==> src/rtl/time_set_controller.sv <==
// Time-set sequencer: chains tick/overflow pulses into counter enables in run mode,
// and turns hour/minute buttons into increment strobes with press-and-hold auto-repeat.
module time_set_controller #(
   parameter int REPEAT_DELAY = 5,
   parameter int DLY_WIDTH    = 8
) (
   input  logic       i_sysclk,
   input  logic       i_reset,
   input  logic       i_tick_1hz,
   input  logic       i_fast_tick,
   input  logic       i_btn_hr,
   input  logic       i_btn_min,
   input  logic       i_sec_ovf,
   input  logic       i_min_ovf,
   output logic       o_sec_en,
   output logic       o_min_en,
   output logic       o_hr_en,
   output logic       o_sec_clear,
   output logic [1:0] o_state
);

   typedef enum logic [1:0] {
      ST_RUN    = 2'd0,
      ST_HOLD   = 2'd1,
      ST_REPEAT = 2'd2
   } state_t;

   localparam logic [DLY_WIDTH-1:0] DLY_ONE   = {{(DLY_WIDTH-1){1'b0}}, 1'b1};
   localparam logic [DLY_WIDTH-1:0] DLY_LIMIT = DLY_WIDTH'(REPEAT_DELAY);

   state_t                state_q, state_d;
   logic                  tgt_hr_q, tgt_hr_d;
   logic [DLY_WIDTH-1:0]  hold_cnt_q, hold_cnt_d;
   logic                  btn_hr_prev_q, btn_hr_prev_d;
   logic                  btn_min_prev_q, btn_min_prev_d;
   logic                  sec_en_q, sec_en_d;
   logic                  min_en_q, min_en_d;
   logic                  hr_en_q, hr_en_d;
   logic                  sec_clear_q, sec_clear_d;

   logic                  hr_rise;
   logic                  min_rise;
   logic                  tgt_btn;
   logic [DLY_WIDTH-1:0]  hold_cnt_inc;

   assign hr_rise      = i_btn_hr & ~btn_hr_prev_q;
   assign min_rise     = i_btn_min & ~btn_min_prev_q;
   assign tgt_btn      = tgt_hr_q ? i_btn_hr : i_btn_min;
   assign hold_cnt_inc = hold_cnt_q + DLY_ONE;

   always_comb begin
      state_d        = state_q;
      tgt_hr_d       = tgt_hr_q;
      hold_cnt_d     = hold_cnt_q;
      btn_hr_prev_d  = i_btn_hr;
      btn_min_prev_d = i_btn_min;
      sec_en_d       = 1'b0;
      min_en_d       = 1'b0;
      hr_en_d        = 1'b0;

      case (state_q)
         ST_RUN: begin
            sec_en_d = i_tick_1hz;
            min_en_d = i_sec_ovf;
            hr_en_d  = i_min_ovf;
            // A press takes over this cycle's enables; hours wins a tie.
            if (hr_rise) begin
               state_d    = ST_HOLD;
               tgt_hr_d   = 1'b1;
               hold_cnt_d = '0;
               sec_en_d   = 1'b0;
               min_en_d   = 1'b0;
               hr_en_d    = 1'b1;
            end else if (min_rise) begin
               state_d    = ST_HOLD;
               tgt_hr_d   = 1'b0;
               hold_cnt_d = '0;
               sec_en_d   = 1'b0;
               min_en_d   = 1'b1;
               hr_en_d    = 1'b0;
            end
         end
         ST_HOLD, ST_REPEAT: begin
            // Release takes priority over a coincident fast tick.
            if (!tgt_btn) begin
               state_d    = ST_RUN;
               hold_cnt_d = '0;
            end else if (i_fast_tick) begin
               if (state_q == ST_REPEAT) begin
                  hr_en_d  = tgt_hr_q;
                  min_en_d = ~tgt_hr_q;
               end else begin
                  hold_cnt_d = hold_cnt_inc;
                  if (hold_cnt_inc == DLY_LIMIT) begin
                     state_d  = ST_REPEAT;
                     hr_en_d  = tgt_hr_q;
                     min_en_d = ~tgt_hr_q;
                  end
               end
            end
         end
         default: begin
            state_d    = ST_RUN;
            hold_cnt_d = '0;
         end
      endcase

      sec_clear_d = (state_d != ST_RUN);
   end

   always_ff @(posedge i_sysclk or posedge i_reset) begin
      if (i_reset) begin
         state_q        <= ST_RUN;
         tgt_hr_q       <= 1'b0;
         hold_cnt_q     <= '0;
         btn_hr_prev_q  <= 1'b1;
         btn_min_prev_q <= 1'b1;
         sec_en_q       <= 1'b0;
         min_en_q       <= 1'b0;
         hr_en_q        <= 1'b0;
         sec_clear_q    <= 1'b0;
      end else begin
         state_q        <= state_d;
         tgt_hr_q       <= tgt_hr_d;
         hold_cnt_q     <= hold_cnt_d;
         btn_hr_prev_q  <= btn_hr_prev_d;
         btn_min_prev_q <= btn_min_prev_d;
         sec_en_q       <= sec_en_d;
         min_en_q       <= min_en_d;
         hr_en_q        <= hr_en_d;
         sec_clear_q    <= sec_clear_d;
      end
   end

   assign o_sec_en    = sec_en_q;
   assign o_min_en    = min_en_q;
   assign o_hr_en     = hr_en_q;
   assign o_sec_clear = sec_clear_q;
   assign o_state     = state_q;

endmodule

==> config.mk <==
export PLATFORM = sky130hd
export DESIGN_NAME = time_set_controller
export DESIGN_NICKNAME = d
export VERILOG_FILES = /design/src/rtl/time_set_controller.sv
export SDC_FILE = /design/constraint.sdc
export NUM_CORES = 1
export LEC_CHECK = 0
export ABC_AREA = 1
export CORE_MARGIN = 3
export CORE_UTILIZATION = 46
export CTS_BUF_LIST = sky130_fd_sc_hd__clkbuf_8
export DETAILED_ROUTE_END_ITERATION = 16
export GPL_ROUTABILITY_DRIVEN = 1
export PLACE_DENSITY = 0.76
export SETUP_SLACK_MARGIN = 0.4
export SYNTH_ARGS = -nofsm -noshare
export SYNTH_HDL_FRONTEND = slang
export SYNTH_SLANG_ARGS = --single-unit
==> constraint.sdc <==
create_clock -name i_sysclk -period 3.4 [get_ports i_sysclk]
set_input_delay 0.51 -clock i_sysclk [delete_from_list [all_inputs] [get_ports i_sysclk]]
set_output_delay 0.51 -clock i_sysclk [all_outputs]
set_load 0.01 [all_outputs]
==> metrics.cfg, run 1 <==
[setup_path]
crit_arrival_ns=2.03
critPathBufInv=4
cp_max_fo=12
crit_path_top_delay_cell=clkdlybuf4s50_1
worstSetupEndpointType=flop
cp_data_required_time_ns=3.57
path_delay_family=buffers and inverters
max_stage_delay_ns=0.51
path_class=in2reg
startpoint_type=input pin
cp_cell_sequence=clkdlybuf4s50_1, inv_1, nor2_1, nor3_2, inv_1, nand2_1, inv_2, nand2_1, o21ai_0

[sta]
tns_ns=0
hold_ws_ns=0.564
rsz0062_at_grt=no
min_period_ns=1.86
fin_skew_ns=0.00353
slew_headroom=0.576
drv_slew=0
post-route-period-util=0.547
tightest_slew_ns=0.635
hold_violations=0
fmax_mhz=538
finalSetupViolations=0

[floorplan]
num_rows=16
io_pins=14
dieHeight_um=52.7
initial_utilization=0.501
die_w_um=52.7
fp.coreArea_um2=2000
die_area_um2=2770

[flow_run]
cap_viol_max_count=0

[power]
p_per_area_nw_per_um2=560
peakVddDrop_mv=0.366
leakagePower_nw=0.609

[grt]
grt_pass1_wl_mm=3.42
grt_pass1_vias=845
grt_max_degree=18
antenna_found_initial=0
gr-usage-all-layers=0.172
overflow=0

[clocking]
cts_setup_buffers=0
clock_path_buffers=2
root_buffer=clkbuf_8
clkSinkCount=17
cts_buffers=3
cts.clk_slew.worst_paths_ns=0.06
cts-resized-gates=0
clock_latency_ns=0.25
cts_hold_buffers=0
tritoncts=built
htreeDepth=1

[drt]
drcViolationCount=0
routed-via-count=880
routedWlPerCell_um=11.1
firstDrtPassIters=4
totalWireLength_mm=1.97
drt_iter0_drc=8
ant_nets=0
vias_per_cell=4.97

[synthesis]
ys_seq_area_frac=0.427
ys_ff_latch=17
syn-instance-count=134
yosysTopAreaCellShare=0.375
yosysWarnings=0
syn_area_um2=1000
avgSynthCellArea_um2=7.48
synthesis.nets=147
yosys-top-cells-area=dfrtp_1 (37%), nand2_1 (11%), inv_1 (10%)
yosysTopAreaCell=dfrtp_1
synth_cell_types=22

[worst_hold_path]
hold_path.class=reg2reg

[finish]
stdcell_count=177
area_delta_synth_final_pct=19.7
diodes=0
fill_cells=188
finish.net_count=164
drive_gt1_frac=0.113
mostFrequentLayoutCells=inv_1 (29), nand2_1 (29), dfrtp_1 (15)

[run_status]
status=complete, no violations

[place]
portBuffers=13
dpl.hpwl_mm=1.56
dp_cells=173
gp_congestion=0.829

==> stage by stage <==
stage	cell area [um2]	util	power, mW	setup slack (ns)
after floorplan	1000	-	0.452	1.87
after global placement	1150	0.577	0.525	1.37
after global routing	1200	0.599	0.727	1.41
after detailed placement	1150	0.577	0.533	1.28
after CTS	1200	0.599	0.680	1.55
final	1200	0.599	0.672	1.54
==> registers in the layout, indices dropped and copies added, names as in the netlist <==
signal,flops
o_sec_clear,1
btn_hr_prev_q,1
tgt_hr_q,1
o_sec_en,1
o_hr_en,1
o_state,2
o_min_en,1
btn_min_prev_q,1
hold_cnt_q,8
==> area by class of cell <==
type / count / area (um2) / area share
clock buffers: 3 / 41.3 / 0.0344
clock inverters: 1 / 3.75 / 0.00313
inverters: 32 / 120 / 0.100
multi-input cells: 84 / 443 / 0.369
flip-flops and latches: 17 / 428 / 0.357
well taps: 27 / 33.8 / 0.0282
repair buffers: 13 / 130 / 0.108
==> synthesized netlist by cell type <==
| library cell | number |
|---|---|
| o22ai_1 | 3 |
| nand3_1 | 12 |
| inv_1 | 28 |
| o21ai_0 | 3 |
| inv_2 | 4 |
| nand2_2 | 2 |
| nor2_2 | 4 |
| nand2_1 | 29 |
| or2_1 | 1 |
| dfrtp_1 | 15 |
| o21ai_1 | 6 |
| nor3_2 | 1 |
| buf_6 | 1 |
| o31ai_1 | 1 |
| o21bai_1 | 1 |
| nand3_2 | 1 |
| nand4_1 | 1 |
| ha_1 | 5 |
| a21oi_1 | 4 |
| xor2_1 | 1 |
| dfstp_2 | 2 |
| nor2_1 | 9 |
==> worst register-to-register path, delay by kind of cell, from the launching register on <==
family / cells / cell delay (ns)
flops: 1 / 0.43
simple gates: 3 / 0.49
compound gates: 1 / 0.14
fa+ha+maj: 1 / 0.30
buf+inv: 3 / 0.26
==> kinds of logic (layout without fill, tap and decap cells) <==
kind of cell	Yosys count	in the layout	synth area share
AOI/OAI and AO/OA	18	18	0.0986
buffers and inverters	33	49	0.131
DFF	17	17	0.427
and+or+nand+nor	60	60	0.272
xor gates and xnor gates	1	1	0.00874
adders and majority gates	5	5	0.0624
==> power by group <==
| group | internal [mW] | leakage [nW] | switching, mW |
|---|---|---|---|
| sequential | 0.242 | 0.220 | 0.0299 |
| combinational | 0.108 | 0.362 | 0.149 |
| clock | 0.0800 | 0.0269 | 0.0639 |
| total | 0.429 | 0.609 | 0.243 |
==> path summary, 6_finish.rpt <==
| check | depth (start not counted) | to | slack [ns] | from |
|---|---|---|---|---|
| max | 9 | hold_cnt_q[0]$_DFFE_PP0P_ | 1.54 | i_btn_min |
| min | 2 | tgt_hr_q$_DFFE_PP0P_ | 0.56 | tgt_hr_q$_DFFE_PP0P_ |
| max reg2reg | 8 | o_min_en$_DFF_PP0_ | 1.71 | o_state[1]$_DFF_PP0_ |
| min reg2reg | 2 | tgt_hr_q$_DFFE_PP0P_ | 0.56 | tgt_hr_q$_DFFE_PP0P_ |
| max in group asynchronous | 2 | o_sec_en$_DFF_PP0_ | 2.34 | i_reset |
| min in group asynchronous | 2 | hold_cnt_q[6]$_DFFE_PP0P_ | 0.65 | i_reset |
==> layer usage <==
metal,vias up,part of all wire,global-route usage
li1,450,-,-
met1,406,0.43,0.193
met2,17,0.50,0.293
met3,7,0.035,0.0285
met4,0,0.035,0.115
met5,-,0,0
Note: power is estimated with default switching activity, not from simulation.
==> inputs of run 2 (changes only) <==
==> constraint.sdc (replaced) <==
create_clock -name i_sysclk -period 1.95 [get_ports i_sysclk]
set_input_delay 0.2925 -clock i_sysclk [delete_from_list [all_inputs] [get_ports i_sysclk]]
set_output_delay 0.2925 -clock i_sysclk [all_outputs]
set_load 0.01 [all_outputs]
==> run 2 against run 1 <==
Net effect:
- wire length grew 15%
- clock-buffer cell count unchanged
- die area unchanged
- critical path type is now reg2reg
==> metrics.cfg, run 2 (synthesis results as in run 1) <==
[run_status]
status=complete, no violations

[grt]
antenna_found_initial=0  ; unchanged
grt_pass1_vias=957  ; +13%
overflow=0  ; unchanged
grt_max_degree=18  ; unchanged
grt_pass1_wl_mm=3.74  ; +9.3%
gr-usage-all-layers=0.181  ; +0.00968

[place]
place_area_um2=1170  ; +1.3%
portBuffers=13  ; unchanged
dpl.hpwl_mm=1.60  ; +2.3%
gp_congestion=0.833  ; +0.52%

[finish]
fill_cells=167  ; -11%
stdcell_area_um2=1410  ; +17%
largest-register=hold_cnt_q
largest_reg_flops=8  ; unchanged
area_delta_synth_final_pct=40.2
drive_gt1_frac=0.333  ; +0.220
mostFrequentLayoutCells=inv_1 (22), nand2_1 (19), dfrtp_1 (15)
fin_util=0.702  ; +0.103
layout_commonest_cell=inv_1
diodes=0  ; unchanged
finish.net_count=176  ; +7.3%

[drt]
drcViolationCount=0  ; unchanged
routed-via-count=929  ; +5.6%
vias_per_cell=4.92  ; -1.1%
ant_nets=0  ; unchanged
firstDrtPassIters=4  ; unchanged
routedWlPerCell_um=12.0  ; +7.4%
drt_iter0_drc=15  ; +7
totalWireLength_mm=2.26  ; +15%

[clocking]
clkSinkCount=17  ; unchanged
root_buffer=clkbuf_8
clock_latency_ns=0.24  ; about the same
htreeDepth=1  ; unchanged
cts.clk_slew.worst_paths_ns=0.06  ; about the same
clock_path_buffers=2  ; unchanged
tritoncts=built
cts_buffers=3  ; unchanged

[sta]
hold_violations=0  ; unchanged
drv_slew=0  ; unchanged
min_period_ns=1.60
post-route-period-util=0.822
tns_ns=0  ; unchanged
fin_skew_ns=0.00145  ; -0.00207 ns
rsz0062_at_grt=yes
finalSetupViolations=0  ; unchanged
slew_headroom=0.581  ; +0.00496
fmax_mhz=624
tightest_slew_ns=0.628  ; -0.00743 ns

[setup_path]
path_class=reg2reg
cp_data_required_time_ns=2.09  ; -1.48 ns
cp_max_fo=3  ; -9
startpoint_type=flop
crit_start=hold_cnt_q[0]$_DFFE_PP0P_
reg2reg_from=hold_cnt_q[0]$_DFFE_PP0P_
worstReg2RegEnd=o_sec_clear$_DFF_PP0_
worst_r2r_path_depth=12  ; +4
rrSetupSlack_ns=0.35  ; -1.36 ns
worstSetupEndpointType=flop
crit_arrival_ns=1.74  ; -0.29 ns

[floorplan]
dieHeight_um=52.7  ; unchanged
die_area_um2=2770  ; unchanged
num_rows=16  ; unchanged
die_w_um=52.7  ; unchanged
initial_utilization=0.501  ; unchanged
fp.coreArea_um2=2000  ; unchanged
io_pins=14  ; unchanged

[power]
peakVddDrop_mv=0.609  ; +66%
p_per_area_nw_per_um2=1010  ; +81%
leakagePower_nw=0.719  ; +18%

[worst_hold_path]
hold_path.class=in2async

[flow_run]
cap_viol_max_count=0  ; unchanged

run 2: per-layer routing:
metal | vias up | global-route usage | share of wire
met4 | 0 | 0.0851 | 0.017
met5 | - | 0 | 0
met3 | 4 | 0.0313 | 0.030
li1 | 472 | - | -
met1 | 435 | 0.192 | 0.40
met2 | 18 | 0.341 | 0.55
run 2: through the flow:
stage / total power, mW / cells / hold slack [ns] / setup WS, ns
CTS: 1.28 / 184 / 0.461 / 0.390
detailed placement: 0.956 / 175 / 0.552 / 0.0808
finish: 1.42 / 189 / 0.433 / 0.346
global placement: 0.931 / 175 / 0.543 / 0.197
floorplan: 0.789 / 134 / 0.217 / 0.420
global route: 1.53 / 189 / 0.487 / 0.233
run 2: worst max-delay path: stages, from the launching register on:
cell     delay (ns)
dfrtp_1        0.41
ha_4           0.19
nand2_4        0.07
inv_2          0.07
nand2_2        0.05
nand2_2        0.08
nand2_1        0.06
nor2_2         0.13
nand4_1        0.14
nand2_1        0.09
nand2_1        0.06
nand2_2        0.10
nand2_2        0.04
run 2: timing repair:
| action | CTS | global route |
|---|---|---|
| resized for setup | 6 | 33 |
| endpoints found under the setup margin | 12 | 15 |
| setup buffers | 5 | 4 |
| pin swaps | 5 | 17 |
| gates cloned | 0 | 1 |
| hold buffers | 0 | 0 |
run 2: area by class of cell:
cell class / count / area [um2] / share of cell area
Multi-Input combinational cell: 84 / 544 / 0.387
Sequential cell: 17 / 428 / 0.305
Timing Repair Buffer: 24 / 221 / 0.158
Inverter: 32 / 128 / 0.0908
Clock buffer: 3 / 41.3 / 0.0294
Tap cell: 27 / 33.8 / 0.0240
Timing Repair inverter: 1 / 5.00 / 0.00356
Clock inverter: 1 / 3.75 / 0.00267
run 2: worst max-delay path by stage:
stage	to	slack (ns)
2_1_floorplan	hold_cnt_q[3]$_DFFE_PP0P_	0.42
3_3_place_gp	hold_cnt_q[0]$_DFFE_PP0P_	0.20
3_5_place_dp	hold_cnt_q[0]$_DFFE_PP0P_	0.08
4_1_cts	o_state[0]	0.39
5_1_grt	o_sec_clear$_DFF_PP0_	0.23
6_report	o_sec_clear$_DFF_PP0_	0.35
run 2: power by group:
group | total (mW) | internal, mW | leakage (nW) | switching, mW
Clock | 0.248 | 0.139 | 0.0269 | 0.108
Combinational | 0.702 | 0.326 | 0.472 | 0.376
Sequential | 0.473 | 0.421 | 0.220 | 0.0524
Total | 1.42 | 0.886 | 0.719 | 0.537
